**config.mk**
```make
export PLATFORM = sky130hd
export DESIGN_NAME = req_encoder8_hs
export DESIGN_NICKNAME = d
export VERILOG_FILES = /design/src/rtl/req_encoder8_hs.sv
export SDC_FILE = /design/constraint.sdc
export NUM_CORES = 1
export LEC_CHECK = 0
export BUFFER_PORTS_ARGS = -buffer_cell sky130_fd_sc_hd__buf_4
export CAP_MARGIN = 25
export CORE_MARGIN = 5
export CORE_UTILIZATION = 44
export CTS_CLUSTER_SIZE = 8
export DETAILED_ROUTE_END_ITERATION = 6
export PLACE_DENSITY = 0.83
export SLEW_MARGIN = 25
export SYNTH_ARGS = -nofsm -noshare
export SYNTH_HDL_FRONTEND = slang
export SYNTH_SLANG_ARGS = --single-unit
```
**constraint.sdc**
```tcl
create_clock -name clk -period 3.55 [get_ports clk]
set_input_delay 0.71 -clock clk [delete_from_list [all_inputs] [get_ports clk]]
set_output_delay 0.71 -clock clk [all_outputs]
set_load 0.02 [all_outputs]
```
**src/rtl/req_encoder8_hs.sv**
```systemverilog
// Sequential 8-to-3 request encoder: sticky pending capture, one binary code per valid/ready handshake.
// Define REQ_ENC_ROUND_ROBIN_EN for round-robin selection; default is fixed lowest-index priority.
module req_encoder8_hs #(
  parameter int WIDTH  = 8,
  parameter int CODE_W = 3
) (
  input  logic              clk,
  input  logic              rst_n,
  input  logic [WIDTH-1:0]  req,
  input  logic              hold,
  input  logic              out_ready,
  output logic              out_valid,
  output logic [CODE_W-1:0] out_code,
  output logic [WIDTH-1:0]  pending,
  output logic [3:0]        pend_cnt,
  output logic              overrun
);

  typedef enum logic {IDLE, PRESENT} state_t;

  state_t              state_q, state_d;
  logic [CODE_W-1:0]   code_q, code_d;
  logic [WIDTH-1:0]    pend_q, pend_d;
  logic [3:0]          cnt_q, cnt_d;
  logic                ovr_q, ovr_d;
  logic [WIDTH-1:0]    clr;
  logic                handshake;
  logic                sel_found;
  logic [CODE_W-1:0]   sel_idx;
`ifdef REQ_ENC_ROUND_ROBIN_EN
  logic [CODE_W-1:0]   last_q, last_d;
  logic [CODE_W-1:0]   probe;
`endif

  assign handshake = (state_q == PRESENT) && out_ready;

  // Requests set pending bits after the completed code is cleared, so a same-cycle set wins.
  always_comb begin
    clr = '0;
    if (handshake) clr[code_q] = 1'b1;
    pend_d = (pend_q & ~clr) | req;
    ovr_d  = |(req & pend_q & ~clr);
    cnt_d  = '0;
    for (int i = 0; i < WIDTH; i++) cnt_d = cnt_d + 4'(pend_d[i]);
  end

`ifdef REQ_ENC_ROUND_ROBIN_EN
  always_comb begin
    sel_found = 1'b0;
    sel_idx   = '0;
    probe     = '0;
    for (int i = 1; i <= WIDTH; i++) begin
      probe = last_q + CODE_W'(i);
      if (!sel_found && pend_q[probe]) begin
        sel_found = 1'b1;
        sel_idx   = probe;
      end
    end
  end
`else
  always_comb begin
    sel_found = |pend_q;
    sel_idx   = '0;
    for (int i = WIDTH - 1; i >= 0; i--) begin
      if (pend_q[i]) sel_idx = CODE_W'(i);
    end
  end
`endif

  always_comb begin
    state_d = state_q;
    code_d  = code_q;
`ifdef REQ_ENC_ROUND_ROBIN_EN
    last_d  = last_q;
`endif
    case (state_q)
      IDLE: begin
        if (!hold && sel_found) begin
          state_d = PRESENT;
          code_d  = sel_idx;
        end
      end
      PRESENT: begin
        if (out_ready) begin
          state_d = IDLE;
`ifdef REQ_ENC_ROUND_ROBIN_EN
          last_d  = code_q;
`endif
        end
      end
      default: state_d = IDLE;
    endcase
  end

  always_ff @(posedge clk or negedge rst_n) begin
    if (!rst_n) begin
      state_q <= IDLE;
      code_q  <= '0;
      pend_q  <= '0;
      cnt_q   <= '0;
      ovr_q   <= 1'b0;
    end else begin
      state_q <= state_d;
      code_q  <= code_d;
      pend_q  <= pend_d;
      cnt_q   <= cnt_d;
      ovr_q   <= ovr_d;
    end
  end

`ifdef REQ_ENC_ROUND_ROBIN_EN
  always_ff @(posedge clk or negedge rst_n) begin
    if (!rst_n) last_q <= '1;
    else        last_q <= last_d;
  end
`endif

  assign out_valid = (state_q == PRESENT);
  assign out_code  = code_q;
  assign pending   = pend_q;
  assign pend_cnt  = cnt_q;
  assign overrun   = ovr_q;

endmodule

```
==> results.yml, run 1 <==
timing:
  worst_slew_pin_slew_ns: 0.319
  fmax_mhz: 293
  finalSetupViolCount: 0
  relSlewSlack_pct: 78.6
  finalClockSkew_ns: 0.00155
  final_hold_viol_count: 0
  tns_ns: 0
  final_max_slew_viol_count: 0
  rsz0062_at_grt: "no"
  period_share_pct: 96.1
  fin_crit_ns: 3.41
status:
  outcome: "finished, final reports clean"
setup_path:
  path_cells: "buf_4, and3_4, buf_4, nand2_1, a21o_1, inv_1, fa_1, fa_1, fa_1, inv_1, ha_1, inv_1, fa_1, xnor2_1"
  slowest_delay_ns: 0.49
  r2r-end: "pend_cnt[2]"
  crit_slowest_cell: "fa_1"
  critPathKind: "in2reg"
  start_kind: "input pin"
  reg2reg_slack_ns: 0.18
  reg2reg_depth: 13
  cp.required_ns: 3.74
  critPathBufInv: 5
  timing.rr.start: "out_valid"
  crit_fanout: 4
  crit_family: "adder cells"
  cpMostUsedCell: "fa_1"
  worst_ep_arrival_time_ns: 3.60
  crit_path_end_kind: "flip-flop"
layout:
  antenna_cells: 0
  syn2layout_area_growth_pct: 32.4
  drive_gt1_share_pct: 36.0
  final_nets: 145
detailed_routing:
  via_per_inst: 5.22
  vias: 794
  wl_mm: 2.08
  dr.pass1.iters: 4
  drtIter0Drc: 21
  wl_per_cell_um: 13.7
  route.antenna.remaining_nets: 0
  drc: 0
clock_tree:
  postCtsSetupBuffers: 0
  cts.root.buffer_cell: "clkbuf_4"
  clockBufferDepth: 2
  cts_sinks: 17
  clk_latency_ns: 0.29
  clk_pin_slew_ns: 0.10
  htreeDepth: 1
  numCtsBuffers: 3
  cts_tree: "built"
min_path:
  holdCritPathClass: "in2async"
synth:
  synth_top_area_cell: "dfrtp_1"
  ys_warn_count: 0
  synth_area_per_cell_um2: 10.2
  synth_area_leaders: "dfrtp_1 46%, fa_1 8.6%, inv_1 6.9%, a21o_1 4.8%, ha_1 4.0%"
  syn_area_um2: 930
  yosysUniqueCellTypes: 27
  ys_ff_latch: 17
  postSynthCellCount: 91
  syn-num-nets: 110
  synth-seq-area-share_pct: 45.8
  synth_top_cell_area_share_pct: 45.8
placed_design:
  io_buffers: 28
  place.gp.congestion: 0.862
  hpwl_mm: 1.70
die:
  core_um2: 1980
  dieArea_um2: 3130
  ios: 29
  die_x_um: 56.0
  rows: 16
  start_util_pct: 46.9
  die_h_um: 56.0
power_and_ir_drop:
  cellLeakagePower_nw: 0.608
  p_per_area_nw_per_um2: 392
  power_uw: 482
  peakVddDrop_v: 0.000245
grt:
  antenna_found_initial: 0
  use_met1_pct: 16.6
  grt_max_degree: 18
  grtUsageMet3_pct: 3.25
  met2_usage_pct: 25.5
  grt_pass1_wl_mm: 3.55
  grtUsageTotal_pct: 14.0
  top_usage_layer: "met2"
  grt_overflow: 0
  grt_pass1_vias: 785
flow_run:
  cap_violations: 0
-- registers in the layout, summed over array words and instances, names as in the netlist --
register   flops
out_code       3
out_valid      1
overrun        1
pend_cnt       4
pending        8
-- where the power goes --
part / leakage (nW) / internal [mW] / switching, mW / total (mW)
registers: 0.180 / 0.216 / 0.0198 / 0.236
logic: 0.410 / 0.0677 / 0.0755 / 0.143
clock network: 0.0177 / 0.0419 / 0.0616 / 0.103
-- cells in the mapped netlist, drive strengths merged --
cell,instances
a21o,7
a21oi,5
a221oi,1
a311o,1
a31oi,2
a32oi,2
and2,1
and3,1
and3b,1
dfrtp,17
fa,4
ha,3
inv,17
mux2,1
nand2,8
nand3,2
nand4,1
nor2,4
nor2b,4
nor3,3
nor4,1
o21ai,1
o21bai,1
o41ai,1
or2,1
xnor2,1
-- final cells by class --
cell class / instances / area (um2)
well taps: 27 / 33.8
clock inverters: 1 / 5.00
flip-flops and latches: 17 / 427
multi-input cells: 57 / 454
repair buffers: 30 / 225
inverters: 17 / 63.8
clock buffers: 3 / 22.5
fillers: 169 / 751
-- worst max-delay path by stage --
stage	startpoint	endpoint	slack, ns	cells after the start
after global routing	out_valid	pend_cnt[1]	0.007	13
after global placement	out_ready	pend_cnt[1]	-0.15	13
final	out_ready	pend_cnt[2]	0.14	14
after detailed placement	out_ready	pend_cnt[2]	-0.19	13
after floorplan	out_ready	pend_cnt[2]	0.009	12
after CTS	out_code[1]	pend_cnt[2]	0.12	12
-- kinds of logic (layout without fill, tap and decap cells) --
logic type | after synthesis | count (layout) | synth area share (%)
AND/OR/NAND/NOR | 27 | 27 | 15.2
AO/OA/AOI/OAI | 21 | 21 | 17.0
flip-flops | 17 | 17 | 45.8
buffers and inverters | 17 | 51 | 6.86
adder cells (fa/ha/maj) | 7 | 7 | 12.7
XOR/XNOR | 1 | 1 | 0.942
multiplexers | 1 | 1 | 1.61
-- metrics by stage --
| step | hold WS, ns | cells | cell area, um2 | util (%) | worst slack [ns] |
|---|---|---|---|---|---|
| global route | 0.265 | 152 | 1230 | 62.1 | 0.00657 |
| global placement | 0.546 | 148 | 1190 | 60.2 | -0.151 |
| detailed placement | 0.561 | 148 | 1190 | 60.2 | -0.188 |
| finish | 0.265 | 152 | 1230 | 62.1 | 0.140 |
| floorplan | 0.414 | 91 | 935 | - | 0.00880 |
| CTS | 0.262 | 152 | 1220 | 61.6 | 0.116 |
-- placed cells by master (no fill, tap or decap) --
cell type / count
buf_4: 30
inv_1: 17
dfrtp_1: 16
nand2_1: 8
a21o_1: 6
a21oi_1: 4
fa_1: 4
nor2b_1: 3
nor2_1: 3
nor3_1: 3
ha_1: 3
clkbuf_4: 3
nand3_1: 2
a32oi_1: 2
a31oi_1: 2
and3b_1: 1
nor2_2: 1
a21o_2: 1
and3_4: 1
a21oi_2: 1
or2_2: 1
nor2b_2: 1
xnor2_1: 1
and2_1: 1
nand4_1: 1
nor4_2: 1
a311o_2: 1
o21ai_0: 1
o41ai_2: 1
o21bai_1: 1
a221oi_1: 1
mux2_4: 1
clkinv_2: 1
dfrtp_2: 1
-- routing by layer --
layer | wire length (um) | share of wire, %
met2 | 1130 | 54
met5 | 0 | 0
met4 | 0 | 0
met1 | 817 | 39
met3 | 130 | 6.2
-- timing repair --
item                                    4_1_cts  5_1_grt
endpoints found under the setup margin        0        2
hold buffers                                  0        0
gates resized for setup                       0        4
Power figures use the tool's default switching activity.
==> run 2, diff against run 1 <==
CORE_UTILIZATION = 49   (was 44)
PLACE_DENSITY = 0.87   (was 0.83)
clock period = 3.8 ns   (was 3.55 ns; I/O delays follow)
==> results.yml, run 2 (synthesized netlist as in run 1, its figures left out) <==
placed_design:
  place.gp.congestion: 0.872
  io_buffers: 28
  place_area_um2: 1190
  hpwl_mm: 1.64
  place_ws_ns: -0.0697
layout:
  post-route-util_pct: 68.7
  syn2layout_area_growth_pct: 30.4
  layout_common_cells: "30 x buf_4, 17 x inv_1, 17 x dfrtp_1, 8 x nand2_1, 6 x a21o_1"
  nFillCells: 153
  antenna_cells: 0
  drive_gt1_share_pct: 31.2
  multi_input_area_um2: 440
  post-route-cell-area_um2: 1210
  seq_area_um2: 425
  largest_reg_flops: 8
  final_common_cell: "buf_4"
  final_nets: 145
setup_path:
  cpMostUsedCell: "fa_1"
  path_cells: "buf_4, and3_1, a21oi_1, or2_2, inv_1, fa_1, fa_1, fa_1, inv_1, ha_1, inv_1, fa_1, xnor2_1"
  crit_path_end_kind: "flip-flop"
  reg2reg_depth: 12
  cp.required_ns: 3.97
  r2r-end: "pend_cnt[2]"
  critPathKind: "in2reg"
  timing.rr.start: "out_code[2]"
  worst_ep_arrival_time_ns: 3.74
  reg2reg_slack_ns: 0.30
  start_kind: "input pin"
  slowest_delay_ns: 0.53
  crit_slowest_cell: "fa_1"
  crit_family: "adder cells"
  critPathBufInv: 4
  crit_fanout: 3
grt:
  grt_pass1_wl_mm: 3.17
  grtUsageTotal_pct: 15.6
  grt_pass1_vias: 707
  antenna_found_initial: 0
  grt_max_degree: 18
  grt_overflow: 0
power_and_ir_drop:
  p_switching_uw: 141
  internal-power_uw: 304
  peakVddDrop_v: 0.000215
  seqPwrFrac_pct: 48.9
  p_per_area_nw_per_um2: 367
  power_frac_comb_pct: 30.0
  power_uw: 445
  clkPwrFrac_pct: 21.2
  cellLeakagePower_nw: 0.607
  swShare_pct: 31.7
min_path:
  holdCritPathClass: "in2async"
die:
  die_h_um: 53.6
  rows: 15
  core_um2: 1760
  dieArea_um2: 2870
  die_x_um: 53.6
  start_util_pct: 52.7
  ios: 29
timing:
  setup_slack_ns: 0.227
  fmax_mhz: 280
  worst_slew_pin_slew_ns: 0.295
  relSlewSlack_pct: 80.2
  period_share_pct: 94.0
  final_hold_viol_count: 0
  rsz0062_at_grt: "no"
  finalSetupViolCount: 0
  final_max_slew_viol_count: 0
  finalClockSkew_ns: 0.00572
  fin_crit_ns: 3.57
detailed_routing:
  wl_mm: 2.02
  drtIter0Drc: 13
  via_per_inst: 5.09
  route.antenna.remaining_nets: 0
  vias: 764
  drc: 0
  wl_per_cell_um: 13.5
  dr.pass1.iters: 5
clock_tree:
  cts_hold_buf: 0
  htreeDepth: 1
  cts.root.buffer_cell: "clkbuf_4"
  cts_sinks: 17
  clockBufferDepth: 2
  cts_tree: "built"
  clk_latency_ns: 0.28
  cts.repair.resized: 0
  clk_pin_slew_ns: 0.10
  numCtsBuffers: 3
  postCtsSetupBuffers: 0
flow_run:
  cap_violations: 0
status:
  outcome: "finished, final reports clean"
## run 2: worst max path at each step
stage	start	end	slack, ns	depth (start not counted)
finish	out_ready	pend_cnt[2]	0.23	13
global route	out_ready	pend_cnt[2]	0.09	13
CTS	out_ready	pend_cnt[2]	0.23	13
detailed placement	out_ready	pend_cnt[2]	-0.07	13
global placement	out_ready	pend_cnt[2]	-0.02	13
floorplan	out_ready	pend_cnt[2]	0.11	12
## run 2: layout make-up
class,count,area share (%)
multi-input combinational,57,36.3
sequential,17,35.1
timing repair buffer,30,18.6
inverter,17,5.26
tap,25,2.58
clock buffer,4,2.17
## run 2: per-stage QoR
step / std cells / setup TNS, ns / hold slack [ns]
2_1_floorplan: 91 / 0 / 0.464
3_3_place_gp: 146 / -0.0299 / 0.534
3_5_place_dp: 146 / -0.139 / 0.542
4_1_cts: 150 / 0 / 0.317
5_1_grt: 150 / 0 / 0.330
6_report: 150 / 0 / 0.318
## run 2: worst reg2reg max path, delay by kind of cell (launching register included)
| family | cells | cell delay (ns) |
|---|---|---|
| AOI/OAI and AO/OA | 1 | 0.11 |
| xor gates and xnor gates | 1 | 0.13 |
| adders and majority gates | 5 | 1.99 |
| buffers and inverters | 3 | 0.19 |
| DFF | 1 | 0.46 |
| and+or+nand+nor | 2 | 0.50 |
## run 2: power groups by stage
| stage | logic (mW) | clock network [mW] | registers (mW) |
|---|---|---|---|
| CTS | 0.136 | 0.0984 | 0.218 |
| global placement | 0.131 | 0 | 0.221 |
| global route | 0.144 | 0.104 | 0.222 |
| detailed placement | 0.136 | 0 | 0.221 |
| floorplan | 0.0481 | 0 | 0.245 |
| finish | 0.133 | 0.0944 | 0.218 |
## run 2: per-layer routing
layer / track usage, % / share of wire, % / up-vias / routed length [um]
met4: 5.11 / 0 / 0 / 0
li1: - / - / 379 / -
met1: 20.8 / 42 / 358 / 840
met3: 2.49 / 5.9 / 0 / 119
met2: 25.9 / 52 / 27 / 1060
met5: 0 / 0 / - / 0
==> run 3, diff against run 2 <==
BUFFER_PORTS_ARGS = default   (was -buffer_cell sky130_fd_sc_hd__buf_4)
CORE_ASPECT_RATIO = 1.75   (was default)
CORE_UTILIZATION = 35   (was 49)
DONT_BUFFER_PORTS = 1   (was default)
PLACE_DENSITY = 0.59   (was 0.87)
==> results.yml, run 3 (synthesized netlist as in run 1, its figures left out) <==
status:
  outcome: "finished, final reports clean"
detailed_routing:
  vias: 680
  wl_per_cell_um: 16.9
  wl_mm: 2.14
  drc: 0
  route.antenna.remaining_nets: 0
  dr.pass1.iters: 4
  drtIter0Drc: 5
  via_per_inst: 5.35
grt:
  grtUsageTotal_pct: 12.3
  antenna_found_initial: 0
  grt_overflow: 0
  grt_pass1_vias: 728
  grt_pass1_wl_mm: 3.54
  grt_max_degree: 18
clock_tree:
  cts_hold_buf: 0
  clk_pin_slew_ns: 0.06
  clockBufferDepth: 2
  cts_tree: "built"
  cts_sinks: 17
  htreeDepth: 1
  numCtsBuffers: 3
  cts.repair.resized: 0
  clk_latency_ns: 0.25
  postCtsSetupBuffers: 0
  cts.root.buffer_cell: "clkbuf_8"
layout:
  largest_reg_flops: 8
  layout_common_cells: "17 x inv_1, 17 x dfrtp_1, 8 x nand2_1, 6 x a21o_1, 6 x buf_4"
  nFillCells: 250
  final_cells: 127
  antenna_cells: 0
  final_nets: 121
  syn2layout_area_growth_pct: 13.2
  drive_gt1_share_pct: 14.9
timing:
  relSlewSlack_pct: 74.8
  tns_ns: 0
  rsz0062_at_grt: "no"
  fmax_mhz: 286
  setup_slack_ns: 0.298
  finalClockSkew_ns: 0.00191
  worst_slew_pin_slew_ns: 0.378
  final_max_slew_viol_count: 0
  holdWs_ns: 0.196
  final_hold_viol_count: 0
  period_share_pct: 92.1
  fin_crit_ns: 3.50
  finalSetupViolCount: 0
setup_path:
  path_cells: "and3_1, a21oi_1, or2_2, inv_1, fa_1, fa_1, fa_1, inv_1, ha_1, inv_1, fa_1, xnor2_1"
  crit_path_end_kind: "flip-flop"
  crit_family: "adder cells"
  start_kind: "input pin"
  cpMostUsedCell: "fa_1"
  critPathBufInv: 3
  worst_ep_arrival_time_ns: 3.64
  cp.required_ns: 3.94
  crit_fanout: 3
  critPathKind: "in2reg"
  crit_slowest_cell: "fa_1"
  slowest_delay_ns: 0.53
die:
  ios: 29
  dieArea_um2: 3830
  start_util_pct: 36.9
  die_h_um: 78.2
  die_x_um: 49.0
  rows: 24
  core_um2: 2520
power_and_ir_drop:
  p_per_area_nw_per_um2: 429
  peakVddDrop_v: 0.000167
  cellLeakagePower_nw: 0.504
placed_design:
  place.gp.congestion: 0.901
  io_buffers: 0
  place_ws_ns: 0.0263
  dpl.cell_count: 123
  hpwl_mm: 1.80
min_path:
  holdCritPathClass: "in2async"
flow_run:
  cap_violations: 0
run 3: cell count changes in the layout (fill, tap and decap cells not counted):
cell	before	now
buf_4	30	6
clkbuf_4	3	0
clkbuf_8	0	3
run 3: path summary, 6_finish.rpt:
kind                             startpoint          end  slack [ns]  cells past startpoint
worst max-delay path              out_ready  pend_cnt[2]        0.30                     12
worst min-delay path                  rst_n  pend_cnt[0]        0.20                      0
worst max register to register  out_code[1]  pend_cnt[2]        0.34                     12
worst min register to register    out_valid    out_valid        0.61                      2
max in group asynchronous             rst_n   pending[6]        3.53                      0
min in group clk                  out_ready    out_valid        0.60                      1
run 3: cell type report:
| type | instances | area, um2 | share of cell area [%] |
|---|---|---|---|
| inverters | 17 | 63.8 | 6.06 |
| repair buffers | 6 | 45.0 | 4.28 |
| clock buffers | 4 | 45.0 | 4.28 |
| multi-input cells | 57 | 440 | 41.9 |
| well taps | 26 | 32.5 | 3.09 |
| flip-flops and latches | 17 | 425 | 40.4 |
run 3: power breakdown:
part	internal [mW]	leakage [nW]	switching (mW)
logic	0.0369	0.300	0.0440
registers	0.201	0.181	0.0346
clock network	0.0744	0.0228	0.0602
total	0.313	0.504	0.139
run 3: per-layer routing:
layer	track usage, %	routed length (um)
met1	10.8	674
met2	22.4	1230
met3	5.30	166
met4	7.55	68
met5	0	0
run 3: through the flow:
stage / area (um2) / util (%) / power [mW]
after detailed placement: 1010 / 39.9 / 0.321
after global placement: 1010 / 39.9 / 0.321
after floorplan: 930 / - / 0.293
after global routing: 1050 / 41.7 / 0.481
final: 1050 / 41.7 / 0.452
after CTS: 1050 / 41.7 / 0.457
